<file path="config.mk">
export PLATFORM = sky130hd
export DESIGN_NAME = display_reader
export DESIGN_NICKNAME = d
export VERILOG_FILES = /design/src/rtl/disp_pkg.sv /design/src/rtl/seg7_encoder.sv /design/src/rtl/display_reader.sv
export SDC_FILE = /design/constraint.sdc
export NUM_CORES = 1
export LEC_CHECK = 0
export ABC_AREA = 0
export ABC_CLOCK_PERIOD_IN_PS = 4150
export BUFFER_PORTS_ARGS = -buffer_cell sky130_fd_sc_hd__buf_4
export CORE_AREA = 2 2 113 126
export CTS_CLUSTER_DIAMETER = 40
export DETAILED_ROUTE_END_ITERATION = 8
export DIE_AREA = 0 0 115 128
export PLACE_DENSITY = 0.61
export SLEW_MARGIN = 20
export SYNTH_ARGS = -nofsm -noshare
export SYNTH_HDL_FRONTEND = slang
export SYNTH_HIERARCHICAL = 1
export SYNTH_SLANG_ARGS = --single-unit
</file>
<file path="constraint.sdc">
create_clock -name clock -period 4.15 [get_ports clock]
set_input_delay 0 -clock clock [delete_from_list [all_inputs] [get_ports clock]]
set_output_delay 0 -clock clock [all_outputs]
set_load 0.005 [all_outputs]
</file>
<file path="src/rtl/disp_pkg.sv">
// Shared types and constants for the display reader: FSM states, segment
// codes, datapath widths and the double-dabble digit adjust.
package disp_pkg;

  localparam int unsigned DATA_W     = 16;
  localparam int unsigned BCD_DIGITS = 5;
  localparam int unsigned BCD_W      = 4 * BCD_DIGITS;
  localparam int unsigned NUM_DIGITS = 8;

  typedef enum logic [1:0] {
    ST_IDLE,
    ST_CONVERT,
    ST_LATCH
  } state_t;

  // Active-low cathodes {dp,g,f,e,d,c,b,a}; dp is never lit.
  localparam logic [7:0] SEG_0     = 8'hC0;
  localparam logic [7:0] SEG_1     = 8'hF9;
  localparam logic [7:0] SEG_2     = 8'hA4;
  localparam logic [7:0] SEG_3     = 8'hB0;
  localparam logic [7:0] SEG_4     = 8'h99;
  localparam logic [7:0] SEG_5     = 8'h92;
  localparam logic [7:0] SEG_6     = 8'h82;
  localparam logic [7:0] SEG_7     = 8'hF8;
  localparam logic [7:0] SEG_8     = 8'h80;
  localparam logic [7:0] SEG_9     = 8'h90;
  localparam logic [7:0] SEG_F     = 8'h8E;
  localparam logic [7:0] SEG_T     = 8'h87;
  localparam logic [7:0] SEG_BLANK = 8'hFF;

  // Add 3 to every BCD digit >= 5 ahead of the left shift.
  function automatic logic [BCD_W-1:0] dd_adjust(input logic [BCD_W-1:0] bcd);
    logic [BCD_W-1:0] res;
    res = bcd;
    for (int unsigned i = 0; i < BCD_DIGITS; i++) begin
      if (res[4*i +: 4] >= 4'd5) begin
        res[4*i +: 4] = res[4*i +: 4] + 4'd3;
      end
    end
    return res;
  endfunction

endpackage

</file>
<file path="src/rtl/seg7_encoder.sv">
// Combinational BCD digit to active-low seven-segment decode; non-decimal
// inputs render blank.
module seg7_encoder
  import disp_pkg::*;
(
  input  logic [3:0] i_bcd,
  output logic [7:0] o_seg
);

  always_comb begin
    o_seg = SEG_BLANK;
    case (i_bcd)
      4'd0:    o_seg = SEG_0;
      4'd1:    o_seg = SEG_1;
      4'd2:    o_seg = SEG_2;
      4'd3:    o_seg = SEG_3;
      4'd4:    o_seg = SEG_4;
      4'd5:    o_seg = SEG_5;
      4'd6:    o_seg = SEG_6;
      4'd7:    o_seg = SEG_7;
      4'd8:    o_seg = SEG_8;
      4'd9:    o_seg = SEG_9;
      default: o_seg = SEG_BLANK;
    endcase
  end

endmodule

</file>
<file path="src/rtl/display_reader.sv">
// Consumes 16-bit words from the CDC buffer, converts them to BCD with a
// sequential double-dabble, and multiplexes the result onto 8 digits.
module display_reader
  import disp_pkg::*;
#(
  parameter int unsigned REFRESH_DIV = 1000
)
(
  input  logic              clock,
  input  logic              reset,
  input  logic              data_2_valid,
  input  logic [DATA_W-1:0] data_2,
  input  logic              mode,
  output logic              parity,
  output logic [7:0]        an,
  output logic [7:0]        dec_cat
);

  localparam int unsigned CNT_W = (REFRESH_DIV > 1) ? $clog2(REFRESH_DIV) : 1;

  state_t r_state;
  state_t w_state_nxt;

  logic [3:0]        r_step;
  logic [DATA_W-1:0] r_shift;
  logic [BCD_W-1:0]  r_bcd;
  logic              r_conv_mode;
  logic              r_conv_par;

  logic              r_pend_vld;
  logic [DATA_W-1:0] r_pend_data;
  logic              r_pend_mode;

  logic [BCD_W-1:0]  r_disp_bcd;
  logic              r_disp_mode;
  logic              r_parity;

  logic [CNT_W-1:0]  r_refresh_cnt;
  logic [2:0]        r_digit_idx;
  logic [7:0]        r_an;
  logic [7:0]        r_cat;

  logic              w_capture;
  logic [DATA_W-1:0] w_cap_data;
  logic              w_cap_mode;
  logic [BCD_W-1:0]  w_bcd_adj;

  logic              w_wrap;
  logic [2:0]        w_idx_nxt;
  logic [BCD_W-1:0]  w_bcd_view;
  logic              w_mode_view;
  logic [NUM_DIGITS-1:0] w_blank;
  logic              w_zero_run;
  logic [3:0]        w_enc_in;
  logic [7:0]        w_enc_seg;
  logic [7:0]        w_cat_nxt;

  // A fresh strobe in IDLE wins over any pending word.
  assign w_capture  = (r_state == ST_IDLE) && (data_2_valid || r_pend_vld);
  assign w_cap_data = data_2_valid ? data_2 : r_pend_data;
  assign w_cap_mode = data_2_valid ? mode   : r_pend_mode;
  assign w_bcd_adj  = dd_adjust(r_bcd);

  always_ff @(posedge clock or negedge reset) begin
    if (!reset) begin
      r_state <= ST_IDLE;
    end else begin
      r_state <= w_state_nxt;
    end
  end

  always_comb begin
    w_state_nxt = r_state;
    case (r_state)
      ST_IDLE:    if (w_capture) w_state_nxt = ST_CONVERT;
      ST_CONVERT: if (r_step == 4'(DATA_W - 1)) w_state_nxt = ST_LATCH;
      ST_LATCH:   w_state_nxt = ST_IDLE;
      default:    w_state_nxt = ST_IDLE;
    endcase
  end

  always_ff @(posedge clock or negedge reset) begin
    if (!reset) begin
      r_step      <= '0;
      r_shift     <= '0;
      r_bcd       <= '0;
      r_conv_mode <= 1'b0;
      r_conv_par  <= 1'b0;
      r_pend_vld  <= 1'b0;
      r_pend_data <= '0;
      r_pend_mode <= 1'b0;
      r_disp_bcd  <= '0;
      r_disp_mode <= 1'b0;
      r_parity    <= 1'b0;
    end else begin
      case (r_state)
        ST_IDLE: begin
          if (w_capture) begin
            r_shift     <= w_cap_data;
            r_conv_mode <= w_cap_mode;
            r_conv_par  <= ^w_cap_data;
            r_bcd       <= '0;
            r_step      <= '0;
            r_pend_vld  <= 1'b0;
          end
        end
        ST_CONVERT: begin
          {r_bcd, r_shift} <= {w_bcd_adj, r_shift} << 1;
          r_step           <= r_step + 4'd1;
        end
        ST_LATCH: begin
          r_disp_bcd  <= r_bcd;
          r_disp_mode <= r_conv_mode;
          r_parity    <= r_conv_par;
        end
        default: ;
      endcase

      if (data_2_valid && (r_state != ST_IDLE)) begin
        r_pend_vld  <= 1'b1;
        r_pend_data <= data_2;
        r_pend_mode <= mode;
      end
    end
  end

  assign w_wrap    = (r_refresh_cnt == CNT_W'(REFRESH_DIV - 1));
  assign w_idx_nxt = w_wrap ? r_digit_idx + 3'd1 : r_digit_idx;

  // Segments are decoded from the values the display registers take on this
  // edge, so a latched word reaches dec_cat on the same edge as parity.
  assign w_bcd_view  = (r_state == ST_LATCH) ? r_bcd       : r_disp_bcd;
  assign w_mode_view = (r_state == ST_LATCH) ? r_conv_mode : r_disp_mode;
  assign w_enc_in    = 4'(w_bcd_view >> {w_idx_nxt, 2'b00});

  always_comb begin
    w_blank    = '0;
    w_zero_run = 1'b1;
    for (int unsigned i = BCD_DIGITS - 1; i >= 1; i--) begin
      w_zero_run = w_zero_run & (w_bcd_view[4*i +: 4] == 4'd0);
      w_blank[i] = w_zero_run;
    end
  end

  seg7_encoder u_seg7_encoder (
    .i_bcd (w_enc_in),
    .o_seg (w_enc_seg)
  );

  always_comb begin
    w_cat_nxt = SEG_BLANK;
    if (w_idx_nxt == 3'd7) begin
      w_cat_nxt = w_mode_view ? SEG_T : SEG_F;
    end else if (32'(w_idx_nxt) < BCD_DIGITS) begin
      if (!w_blank[w_idx_nxt]) w_cat_nxt = w_enc_seg;
    end
  end

  always_ff @(posedge clock or negedge reset) begin
    if (!reset) begin
      r_refresh_cnt <= '0;
      r_digit_idx   <= '0;
      r_an          <= '1;
      r_cat         <= SEG_BLANK;
    end else begin
      r_refresh_cnt <= w_wrap ? '0 : r_refresh_cnt + 1'b1;
      r_digit_idx   <= w_idx_nxt;
      r_an          <= ~(8'b1 << w_idx_nxt);
      r_cat         <= w_cat_nxt;
    end
  end

  assign parity  = r_parity;
  assign an      = r_an;
  assign dec_cat = r_cat;

endmodule

</file>
==> impl_results.md <==
- Drt first pass iters: 4
- Clk slew on worst S/H paths: 0.05 ns
- Buffers & Inverters on Critical Path: 1
- Most numerous cell in the Yosys netlist: dfrtp_1
- Clk_lat worst skew: 0.42 ns
- Global-route wire length before repair: 20900 µm
- Post-detailed-route wirelength per cell: 15.3 µm
- Nature of the critical path endpoint: register
- Pwr dens: 698 nW/µm²
- Slowest cell delay on critical path: 0.55 ns
- Drc violations: 0
- Via/cell ratio: 5.34
- Setup violations, final: 0
- GRT Residual Overflow: 0
- Cell Area, Placed: 6180 µm²
- Pin count of the biggest net entering global routing: 77
- DRT iter0 DRCs: 261
- Final RePlAce weighted congestion: 0.839
- Yosys reg bits: 113
- Crit path time final: 3.29 ns
- Crit-path max FO: 11
- Number of flops mapped to enable cells by yosys: 0
- DP HPWL: 7970 µm
- Setup bufs post-CTS: 0
- Reported leakage power: 0.00322 µW
- Post-synth top area share: 0.418
- Max VDD drop: 0.475 mV
- RSZ-0062 raised after global routing: false
- Htree depth: 4
- CP Class: reg2reg
- Mapped Area: 5800 µm²
- Ys async rst share: 1.00
- Headroom to the max-slew limit: 0.343
- Tcrit/Tclk final: 0.793
- Initial antenna violation count: 0
- Cells after Synth: 554
- Overall routing resource usage: 0.182
- Top post-synthesis cells by count: dfrtp_1 (97), nand2_1 (59), nor2_1 (46)
- Hold Path Class: in2reg
- CP max-delay cell: mux4_2
- Vias: 4162
- Vias in the first global route: 4312
- CP required: 4.48 ns
- Routed wire length: 11900 µm
- CTS buffer count: 17
- Die ar.: 14700 µm²
- Layout Skew: 0.0151 ns
- Crit path cell chain: ha_1 -> mux4_2 -> and3_1 -> a31oi_1 -> o221ai_1 -> a22o_1 -> inv_1 -> ha_1 -> o21ai_0 -> o21ai_0 -> or2_1
- N_diodes: 0
- Row Count: 45
- ANT nets after route: 0
- Die X: 115 µm
- Port buffer count: 36
- Core ar.: 13500 µm²
- Post-route cell area: 7000 µm²
- Synth warn: 6
- WP data arrival: 3.62 ns
- Worst-Margin Slew: 0.986 ns
- Syn avg cell area: 10.5 µm²
- Final hold violation count: 0
- Setup tns final: 0 ns
- Main area contributors after synthesis: dfrtp_1 (42%), dfstp_2 (7.2%), mux2i_1 (4.7%)
- Worst setup SP type: register
- CTS Sinks: 113
- Max-cap viol count: 0
- Cell type with the largest total area after synthesis: dfrtp_1
- Most used DFF post-synth: dfrtp_1
- Syn_nets: 592
- Root Buffer Master: clkbuf_16
- Die H: 128 µm
- Register area share after synthesis: 0.491
- Ports: 37
- Hold Buf Count CTS: 18
- Final Max Slew Viols: 0
- Initial Util: 0.429
- Family with the most delay on the worst path: compound AO/OA/AOI/OAI gates
- CTS tree: yes
- Final Net Count: 642
- Layout cells sized above 1: 0.203
- Max clock buf depth: 2
- Highest clock rate: 304 MHz
- Synth cell types: 51
- Status: completed
- Synth-to-layout area growth: 20.7%
- CTS resizes: 0
==> stage by stage <==
step                      std cells  setup slack (ns)  power, µW  utilization  hold WS [ns]
final                           780             0.861       4890        0.518         0.110
after global routing            780             0.635       5240        0.518         0.108
after CTS                       780             0.858       4950        0.518        0.0911
after detailed placement        731             0.882       3320        0.457         0.214
after global placement          731              1.00       3260        0.457         0.205
after floorplan                 554              1.13       2890            -        -0.296
==> per-layer routing <==
| layer | global-route usage | vias to the layer above | share of wire |
|---|---|---|---|
| met5 | 0 | - | 0 |
| met4 | 0.0624 | 0 | 0.013 |
| met3 | 0.0525 | 14 | 0.035 |
| met2 | 0.304 | 73 | 0.49 |
| met1 | 0.225 | 2013 | 0.46 |
| li1 | - | 2062 | - |
==> final timing paths <==
path / slack [ns] / endpoint / from / cells past startpoint
setup / recovery: 0.86 / dec_cat[1]$_DFF_PN1_ / r_digit_idx[0]$_DFF_PN0_ / 11
hold / removal: 0.11 / r_pend_vld$_DFFE_PN0P_ / data_2_valid / 3
setup reg to reg: 0.86 / dec_cat[1]$_DFF_PN1_ / r_digit_idx[0]$_DFF_PN0_ / 11
hold reg to reg: 0.46 / parity$_DFFE_PN0P_ / r_conv_par$_DFFE_PN0P_ / 2
max in group asynchronous: 2.76 / dec_cat[0]$_DFF_PN1_ / reset / 3
min in group asynchronous: 0.28 / r_refresh_cnt[8]$_DFF_PN0_ / reset / 2
==> logic make-up after synthesis <==
group | synth area share
and+or+nand+nor | 0.136
xor gates and xnor gates | 0.0483
other | 0.000646
AOI/OAI and AO/OA | 0.140
muxes | 0.101
buffers and inverters | 0.0444
adders and majority gates | 0.0388
DFF | 0.491
==> tightest hold or removal path: stages <==
cell	delay, ns
buf_4	0.22
nor2_1	0.20
nor2_1	0.06
==> flip-flops by register name, indices dropped and copies added, names as in the netlist <==
| name | count |
|---|---|
| r_pend_mode | 1 |
| dec_cat | 8 |
| r_conv_mode | 1 |
| r_pend_data | 16 |
| r_disp_mode | 1 |
| r_disp_bcd | 20 |
| r_digit_idx | 3 |
| parity | 1 |
| r_pend_vld | 1 |
| r_conv_par | 1 |
| r_bcd | 20 |
| r_refresh_cnt | 10 |
| r_state | 2 |
| an | 8 |
| r_shift | 16 |
| r_step | 4 |
==> area by class of cell <==
class                   count  area, µm²
clock buffers              20        457
clock inverters            11        185
fillers                  1205       6510
inverters                  28        105
multi-input cells         383       2700
flip-flops and latches    113       2850
well taps                 164        205
repair buffers             61        503
==> report_power, final <==
group          internal [µW]  total, µW  switching (µW)
registers               1460       1730             268
logic                    751       1590             835
clock network           1090       1570             489
total                   3300       4890            1590
==> cells in the final DEF (no fill, tap or decap), types with 7 or more instances in the layout <==
master          n
buf_4          43
a21oi_1        12
a221o_1        16
dfstp_2        16
nand2_1        59
nand3_1        18
inv_1          27
xnor2_1        21
mux2i_1        27
dfrtp_1        97
dlygate4sd3_1  18
nand2b_1       11
o21ai_0        33
nor4_1          8
xor2_1         11
mux2_2         24
ha_1           18
nor2_1         46
clkbuf_16      17
a32o_1          7
(Power assumes the default switching activity.)
